==> config.mk <==
export PLATFORM = sky130hd
export DESIGN_NAME = conv2_window_gen
export DESIGN_NICKNAME = d
export VERILOG_FILES = /design/src/rtl/conv2_pkg.sv /design/src/rtl/conv2_line_buf.sv /design/src/rtl/conv2_window_gen.sv
export SDC_FILE = /design/constraint.sdc
export NUM_CORES = 2
export LEC_CHECK = 0
export CELL_PAD_IN_SITES_DETAIL_PLACEMENT = 1
export CELL_PAD_IN_SITES_GLOBAL_PLACEMENT = 2
export CORE_ASPECT_RATIO = 0.8
export CORE_UTILIZATION = 44
export DETAILED_ROUTE_END_ITERATION = 8
export GPL_ROUTABILITY_DRIVEN = 0
export PLACE_DENSITY = 0.86
export SYNTH_ARGS = -nofsm -noshare
export SYNTH_HDL_FRONTEND = slang
export SYNTH_SLANG_ARGS = --single-unit
==> constraint.sdc <==
create_clock -name clk -period 6.07 [get_ports clk]
set_clock_uncertainty 0.05 [all_clocks]
set_input_delay 1.214 -clock clk [delete_from_list [all_inputs] [get_ports clk]]
set_output_delay 1.214 -clock clk [all_outputs]
set_load 0.1 [all_outputs]
==> src/rtl/conv2_pkg.sv <==
`default_nettype none
// ============================================================================
//  Module   : conv2_pkg
//  Purpose  : Shared constants and types for the conv2 layer (window generator
//             and filter array). Image geometry, word width, and the 3x3
//             window bundle type.
//  Revision : 1.0  initial release
// ============================================================================
package conv2_pkg;

    localparam int DATA_W   = 32;          // pixel word width
    localparam int IMG_W    = 17;          // input columns per row
    localparam int IMG_H    = 21;          // input rows per channel
    localparam int CH_NUM   = 32;          // channels per frame
    localparam int OUT_W    = IMG_W - 2;   // output columns (valid padding)
    localparam int OUT_H    = IMG_H - 2;   // output rows (valid padding)

    localparam int COL_W    = $clog2(IMG_W);
    localparam int ROW_W    = $clog2(IMG_H);
    localparam int CH_W     = $clog2(CH_NUM);
    localparam int CH_IDX_W = 8;

    // 3x3 window, [0] = top-left ... [8] = bottom-right, row-major
    typedef logic [DATA_W-1:0] win_t [0:8];

endpackage
`default_nettype wire

==> src/rtl/conv2_line_buf.sv <==
`default_nettype none
// ============================================================================
//  Module   : conv2_line_buf
//  Purpose  : One-row delay line. Every write returns the word written DEPTH
//             writes earlier. Circular pointer over an uncleared RAM.
//  Ports    : clk       - clock
//             rst_n     - asynchronous active-low reset (pointer only)
//             i_wr_en   - push i_din, advance pointer
//             i_din     - word to push
//             o_dout    - word written DEPTH pushes ago (valid with i_wr_en)
//  Revision : 1.0  initial release
// ============================================================================
module conv2_line_buf #(
    parameter int WIDTH = 32,
    parameter int DEPTH = 17
) (
    input  logic             clk,
    input  logic             rst_n,
    input  logic             i_wr_en,
    input  logic [WIDTH-1:0] i_din,
    output logic [WIDTH-1:0] o_dout
);

    localparam int PTR_W = (DEPTH > 1) ? $clog2(DEPTH) : 1;

    logic [WIDTH-1:0] r_mem [0:DEPTH-1];
    logic [PTR_W-1:0] r_ptr;

    always_ff @(posedge clk or negedge rst_n) begin
        if (!rst_n) begin
            r_ptr <= '0;
        end else if (i_wr_en) begin
            r_ptr <= (r_ptr == PTR_W'(DEPTH - 1)) ? '0 : r_ptr + 1'b1;
        end
    end

    // RAM is deliberately not reset; the caller's row gating masks stale data.
    always_ff @(posedge clk) begin
        if (i_wr_en) begin
            r_mem[r_ptr] <= i_din;
        end
    end

    // Read-before-write: the slot about to be overwritten holds the oldest word.
    assign o_dout = r_mem[r_ptr];

endmodule
`default_nettype wire

==> src/rtl/conv2_window_gen.sv <==
`default_nettype none
// ============================================================================
//  Module   : conv2_window_gen
//  Purpose  : 3x3 valid-padding, stride-1 sliding-window generator over a
//             raster-order, channel-major pixel stream. Emits one registered
//             window per completing pixel with channel/frame boundary flags.
//  Ports    : clk           - clock
//             rst_n         - asynchronous active-low reset
//             i_pix_in      - input pixel (DATA_W)
//             i_pix_valid   - pixel accepted this edge, no backpressure
//             o_window      - 9 words packed, word k at [k*DATA_W +: DATA_W],
//                             word 0 = top-left, word 8 = bottom-right
//             o_win_valid   - one-cycle pulse per new window
//             o_ch_idx      - channel of the current / most recent window
//             o_ch_done     - pulses with the last window of a channel
//             o_frame_done  - pulses with the last window of channel CH_NUM-1
//  Revision : 1.0  initial release
// ============================================================================
module conv2_window_gen
    import conv2_pkg::*;
(
    input  logic                  clk,
    input  logic                  rst_n,
    input  logic [DATA_W-1:0]     i_pix_in,
    input  logic                  i_pix_valid,
    output logic [9*DATA_W-1:0]   o_window,
    output logic                  o_win_valid,
    output logic [CH_IDX_W-1:0]   o_ch_idx,
    output logic                  o_ch_done,
    output logic                  o_frame_done
);

    // ---------------------------------------------------------------- counters
    logic [COL_W-1:0] r_col;
    logic [ROW_W-1:0] r_row;
    logic [CH_W-1:0]  r_ch;

    logic w_col_last;
    logic w_row_last;
    logic w_ch_last;
    logic w_emit;

    assign w_col_last = (r_col == COL_W'(IMG_W - 1));
    assign w_row_last = (r_row == ROW_W'(IMG_H - 1));
    assign w_ch_last  = (r_ch  == CH_W'(CH_NUM - 1));

    // Rows 0/1 of a channel and columns 0/1 of a row only prime the buffers.
    assign w_emit = i_pix_valid && (r_row >= ROW_W'(2)) && (r_col >= COL_W'(2));

    always_ff @(posedge clk or negedge rst_n) begin
        if (!rst_n) begin
            r_col <= '0;
            r_row <= '0;
            r_ch  <= '0;
        end else if (i_pix_valid) begin
            if (w_col_last) begin
                r_col <= '0;
                if (w_row_last) begin
                    r_row <= '0;
                    r_ch  <= w_ch_last ? '0 : r_ch + 1'b1;
                end else begin
                    r_row <= r_row + 1'b1;
                end
            end else begin
                r_col <= r_col + 1'b1;
            end
        end
    end

    // ------------------------------------------------------------ line buffers
    logic [DATA_W-1:0] w_lb0_dout;   // row r-1, same column
    logic [DATA_W-1:0] w_lb1_dout;   // row r-2, same column

    conv2_line_buf #(
        .WIDTH (DATA_W),
        .DEPTH (IMG_W)
    ) u_lb0 (
        .clk     (clk),
        .rst_n   (rst_n),
        .i_wr_en (i_pix_valid),
        .i_din   (i_pix_in),
        .o_dout  (w_lb0_dout)
    );

    conv2_line_buf #(
        .WIDTH (DATA_W),
        .DEPTH (IMG_W)
    ) u_lb1 (
        .clk     (clk),
        .rst_n   (rst_n),
        .i_wr_en (i_pix_valid),
        .i_din   (w_lb0_dout),
        .o_dout  (w_lb1_dout)
    );

    // ------------------------------------------------------- 3x3 shift array
    // Only the two older columns are stored; the newest column comes straight
    // from {lb1, lb0, pix} so a window can be registered on the same edge.
    // r_sa[row*2 + 0] = column c-2, r_sa[row*2 + 1] = column c-1.
    logic [DATA_W-1:0] r_sa [0:5];
    win_t              w_win_next;
    logic [9*DATA_W-1:0] w_win_packed;

    always_comb begin
        w_win_next[2] = w_lb1_dout;
        w_win_next[5] = w_lb0_dout;
        w_win_next[8] = i_pix_in;
        for (int r = 0; r < 3; r++) begin
            w_win_next[r*3 + 0] = r_sa[r*2 + 0];
            w_win_next[r*3 + 1] = r_sa[r*2 + 1];
        end
        w_win_packed = '0;
        for (int k = 0; k < 9; k++) begin
            w_win_packed[k*DATA_W +: DATA_W] = w_win_next[k];
        end
    end

    always_ff @(posedge clk or negedge rst_n) begin
        if (!rst_n) begin
            r_sa <= '{default: '0};
        end else if (i_pix_valid) begin
            for (int r = 0; r < 3; r++) begin
                r_sa[r*2 + 0] <= w_win_next[r*3 + 1];
                r_sa[r*2 + 1] <= w_win_next[r*3 + 2];
            end
        end
    end

    // -------------------------------------------------------- output register
    logic [9*DATA_W-1:0] r_window;
    logic                r_win_valid;
    logic [CH_IDX_W-1:0] r_ch_idx;
    logic                r_ch_done;
    logic                r_frame_done;

    always_ff @(posedge clk or negedge rst_n) begin
        if (!rst_n) begin
            r_window     <= '0;
            r_win_valid  <= 1'b0;
            r_ch_idx     <= '0;
            r_ch_done    <= 1'b0;
            r_frame_done <= 1'b0;
        end else begin
            r_win_valid  <= w_emit;
            r_ch_done    <= w_emit && w_col_last && w_row_last;
            r_frame_done <= w_emit && w_col_last && w_row_last && w_ch_last;
            if (w_emit) begin
                r_window <= w_win_packed;
                r_ch_idx <= CH_IDX_W'(r_ch);
            end
        end
    end

    assign o_window     = r_window;
    assign o_win_valid  = r_win_valid;
    assign o_ch_idx     = r_ch_idx;
    assign o_ch_done    = r_ch_done;
    assign o_frame_done = r_frame_done;

endmodule
`default_nettype wire

=== Word level (Yosys, flattened, before mapping) ===
Memories as Yosys holds them, arrays and structs flattened.
Index checks and enable logic that the tools add are counted.

* Add/subtract/negate cells: 5
* $lt $le $gt $ge: 2
* Equal/unequal tests: 5
* Mux-type cells: 7
* Reduce and logical (&&, ||, !) cells: 7

{| class="wikitable"
|+ Operators with widths
! operator !! number
|-
| 5-bit by 1-bit adder with 5-bit output (second input constant) || 5
|-
| 5-bit equality test (second input constant) || 5
|-
| 5-bit 2-to-1 mux || 5
|-
| 5-bit by 2-bit >= comparator with 1-bit output (second input constant) || 2
|-
| 1-bit logical AND || 5
|-
| 3-bit AND reduction || 1
|-
| 1-bit 2-to-1 mux || 2
|-
| 2-bit AND reduction || 1
|}

* Register bits: 513
* Bits in writable memories: 1088
* Bits of input ports: 35
* Logic and storage cells: 44
* Memories kept: 2

{| class="wikitable"
|+ Memories
! name !! depth !! bits a word !! rd ports !! clocked after memory_dff !! wr ports !! line !! text
|-
| u_lb0.r_mem || 17 || 32 || 1 || 0 || 1 || conv2_line_buf.sv:26 || <nowiki>logic [WIDTH-1:0] r_mem [0:DEPTH-1];</nowiki>
|-
| u_lb1.r_mem || 17 || 32 || 1 || 0 || 1 || conv2_line_buf.sv:26 ||
|}

=== Logic depth before layout (Yosys ltp) ===
* Depth in word-level cells: 6
* Depth in mapped cells: 11
* Depth with buffers taken out: 8

=== Modules after synthesis ===
A second synthesis with hierarchy kept.

* Cells, all modules: 5020
* Area, all modules: 68172.9 um2

{| class="wikitable"
|+ Modules (own cells, without submodules)
! module !! times used !! cells each !! area an instance (um2)
|-
| conv2_window_gen || 1 || 2525 || 25255.5
|-
| conv2_line_buf (u_lb1) || 1 || 1248 || 21470.6
|-
| conv2_line_buf (u_lb0) || 1 || 1247 || 21446.8
|}

=== Worst setup path after synthesis ===
Ideal clock, no wire load.

* Path kind: input to register
* Start: input port i_pix_valid
* End: memory u_lb1.r_mem[16][0], enable pin
* Setup time: 520 ps
* Arrival time: 5302 ps
* Path slack: 198 ps
* Stages on the path: 4
* Buffers on the path: 2
* Cell sequence: buf_2 > clkbuf_1 > nand2_1 > nor4b_1

* Cells in the longest elaborated chain, start to end: 2

{| class="wikitable"
|+ Ends and longest elaborated chain
! element !! line !! text
|-
| start, declared || conv2_window_gen.sv:25 || <nowiki>input logic i_pix_valid,</nowiki>
|-
| 1-bit 2-to-1 mux || conv2_line_buf.sv:39 || <nowiki>if (i_wr_en) begin</nowiki>
|-
| 1-bit 2-to-1 mux (not written as such) || conv2_line_buf.sv:40 || <nowiki>r_mem[r_ptr] <= i_din;</nowiki>
|-
| end, declared || conv2_line_buf.sv:26 ||
|}

No other way between the ends.

=== Worst setup path in the final report ===
* Start: register u_lb0.r_ptr[0]
* End: register r_window[166], in the netlist o_window[166]

* Cells in the longest elaborated chain, start to end: 1

{| class="wikitable"
|+ Ends and longest elaborated chain
! element !! line !! text
|-
| start, declared || conv2_line_buf.sv:27 || <nowiki>logic [PTR_W-1:0] r_ptr;</nowiki>
|-
| start signal, assigned || conv2_line_buf.sv:33 || <nowiki>r_ptr <= (r_ptr == PTR_W'(DEPTH - 1)) ? '0 : r_ptr + 1'b1;</nowiki>
|-
| memory read 17 x 32 bit || - ||
|-
| net u_lb0.o_dout[6] || conv2_line_buf.sv:21 || <nowiki>output logic [WIDTH-1:0] o_dout</nowiki>
|-
| end signal, assigned || conv2_window_gen.sv:148 || <nowiki>r_window <= w_win_packed;</nowiki>
|-
| end, declared || conv2_window_gen.sv:130 || <nowiki>logic [9*DATA_W-1:0] r_window;</nowiki>
|}

The timed path passes the listed nets, and every way through them passes these cells.
A chain may end at the register's enable or synchronous reset.

==> results.yml <==
status:
  status: "finished clean"
cts:
  cts_tree: "yes"
  worstSkewPairLatency_ns: 0.79
  htreeDepth: 4
  cts.sinks: 1601
  clk_pin_slew_ns: 0.07
  cts_setup_buffers: 0
  cts_buffers: 160
  ctsHoldBuffers: 0
  ctsLongestPathBuffers: 3
  cts_root_buf: "clkbuf_16"
  post_cts_resized: 0
floorplanning:
  die_x_um: 421
  initial_core_util_pct: 44.6
  chipHeight_um: 337
  rows: 122
  core-area_um2: 139000
  die-area_um2: 142000
  ios: 334
yosys:
  syn_area_um2: 61900
  synth_cells: 4108
  synth_most_common_cell: "edfxtp_1"
  yosys-top-cells-count: "1088 x edfxtp_1, 895 x nand2_1, 513 x dfrtp_1, 386 x mux2i_1, 163 x a21oi_1"
  netlist_top_cells_area: "edfxtp_1 53%, dfrtp_1 21%, mux2i_1 6.2%"
  async_reset_ff_share_pct: 32.0
  synth_edf_count: 1088
  syn-mean-instance-area_um2: 15.1
  ys_warn_count: 0
  ys_ff_latch: 1601
  synth_top_area_share_pct: 52.8
  yosysSeqAreaShare_pct: 73.5
  ys.flop_type: "edfxtp_1"
  synth_top_area_cell: "edfxtp_1"
  synth_cell_types: 48
routing:
  routed_wl_um: 180000
  avgRoutedWirePerCell_um: 27.9
  maxUsedRoutingLayer: "met5"
  antenna_left: 0
  first_iter_violations: 3568
  num_vias: 37100
  m1WireLength_um: 80800
  drt_pre_antenna_iters: 5
  drc: 0
  routed_via_density: 5.75
  wl_met2_um: 81600
  wl_met3_um: 13300
placement:
  dp_hpwl_um: 110000
  place.port_buffers: 330
critical_path:
  startpoint_type: "register"
  worstPathMaxFanout: 61
  end_kind: "register"
  r2r-end: "o_window[166]$_DFFE_PN0P_"
  crit_required_ns: 6.70
  r2r_cells: 5
  rrSetupSlack_ns: 1.99
  crit_type: "register to register"
  cp.arrival_ns: 4.71
  reg2reg_from: "u_lb0.r_ptr[0]$_DFFE_PN0P_"
timing:
  final-hold-violation-count: 0
  finalSetupViolations: 0
  finalMaxSlewViolations: 0
  min_period_ns: 4.08
  fin_tns_setup_ns: 0
  slew_headroom_pct: 12.9
  worst_slew_pin_slew_ns: 1.31
  fmaxAchievable_mhz: 245
  post-route-period-util_pct: 67.2
  rsz0062_at_grt: "false"
finish:
  multiInputGateArea_um2: 15400
  seq_area_um2: 45500
  syn_to_final_growth_pct: 17.2
  layout.nets: 4507
  fillers: 13300
  drive_gt1_share_pct: 13.7
global_routing:
  grt_util_all_layers_pct: 25.1
  grt_antenna_before_repair: 11
  grt_max_degree: 149
  grt_overflow: 0
  grt_pass1_vias: 39100
  grt_pass1_wl_um: 264000
worst_hold_path:
  hold_class: "primary input to asynchronous set/reset pin"
flow_run:
  cap_viol_max_count: 0
-- worst max-delay path, cell delays in order, from the launching register on --
cell,delay [ns]
dfrtp_4,1.19
buf_4,0.82
mux4_2,0.59
a22oi_1,0.37
nand2_1,0.46
mux2_2,0.43
-- area by class of cell --
class,instances,share of cell area [%]
Antenna cell,2,0.00690
Clock buffer,212,6.04
Clock inverter,85,1.01
Inverter,12,0.0725
Multi-Input combinational cell,2257,21.2
Sequential cell,1601,62.8
Tap cell,1860,3.21
Timing Repair Buffer,424,5.68
-- per-layer routing --
metal  up-vias  global-route usage (%)
li1      15800                       -
met1     19600                    36.9
met2      1487                    38.4
met3       238                    4.42
met4         2                    7.37
met5         -                       0
-- state kept, by name, summed over array words and instances (netlist names) --
signal,count
o_ch_done,1
o_frame_done,1
u_lb1.r_mem,544
o_window,288
r_col,5
r_sa,192
u_lb0.r_ptr,5
u_lb1.r_ptr,5
o_ch_idx,5
r_ch,5
u_lb0.r_mem,544
o_win_valid,1
r_row,5
-- layout by cell type, fill, tap and decap left out, types with 11 or more instances in the layout --
| master | synthesis | routed |
|---|---|---|
| clkbuf_1 | 114 | 36 |
| clkbuf_8 | 0 | 14 |
| mux4_2 | 64 | 64 |
| a22oi_1 | 111 | 111 |
| a31oi_1 | 64 | 63 |
| clkinv_1 | 0 | 23 |
| dfrtp_1 | 513 | 507 |
| mux2_2 | 148 | 148 |
| a22o_1 | 64 | 64 |
| buf_4 | 25 | 86 |
| nand3_1 | 106 | 106 |
| a21oi_1 | 163 | 163 |
| o21ai_1 | 23 | 23 |
| edfxtp_1 | 1088 | 1088 |
| nand2_1 | 895 | 895 |
| a22oi_2 | 17 | 17 |
| nor2_1 | 88 | 76 |
| clkinv_2 | 0 | 27 |
| clkbuf_16 | 0 | 162 |
| clkdlybuf4s50_1 | 0 | 328 |
| mux2_4 | 14 | 14 |
| inv_1 | 12 | 11 |
| ha_1 | 16 | 16 |
| o21ai_0 | 20 | 20 |
| mux2i_1 | 386 | 386 |
-- per-stage QoR --
step                setup WS [ns]  util (%)  instance area [µm²]  instances  hold WS, ns
floorplan                   0.198         -                61900       4110        0.385
global placement             2.05      48.5                67400       6154        0.393
detailed placement           1.97      48.5                67400       6154        0.404
CTS                          1.98      52.2                72500       6451        0.378
global route                 1.78      52.2                72500       6451        0.420
finish                       1.99      52.2                72500       6453        0.361
-- cell families after synthesis --
group | share of synthesized area, %
XOR/XNOR | 0.113
buffers and inverters | 1.95
AO/OA/AOI/OAI | 4.96
multiplexers | 11.6
other | 0.00606
adder cells (fa/ha/maj) | 0.323
AND/OR/NAND/NOR | 7.52
flip-flops | 73.5
-- worst max-delay path by stage --
stage                          startpoint                           end  slack [ns]  cells past startpoint
6_report       u_lb0.r_ptr[0]$_DFFE_PN0P_     o_window[166]$_DFFE_PN0P_        1.99                      5
5_1_grt        u_lb0.r_ptr[0]$_DFFE_PN0P_     o_window[166]$_DFFE_PN0P_        1.78                      5
4_1_cts        u_lb0.r_ptr[0]$_DFFE_PN0P_     o_window[166]$_DFFE_PN0P_        1.98                      5
3_5_place_dp   u_lb0.r_ptr[0]$_DFFE_PN0P_     o_window[166]$_DFFE_PN0P_        1.97                      5
3_3_place_gp   u_lb0.r_ptr[0]$_DFFE_PN0P_     o_window[166]$_DFFE_PN0P_        2.05                      5
2_1_floorplan                 i_pix_valid  u_lb1.r_mem[16][0]$_DFFE_PP_        0.20                      4
Power is left out: the tool's default activity adds up to more than one toggle a clock period on the data nets, which glitch-free logic cannot reach.
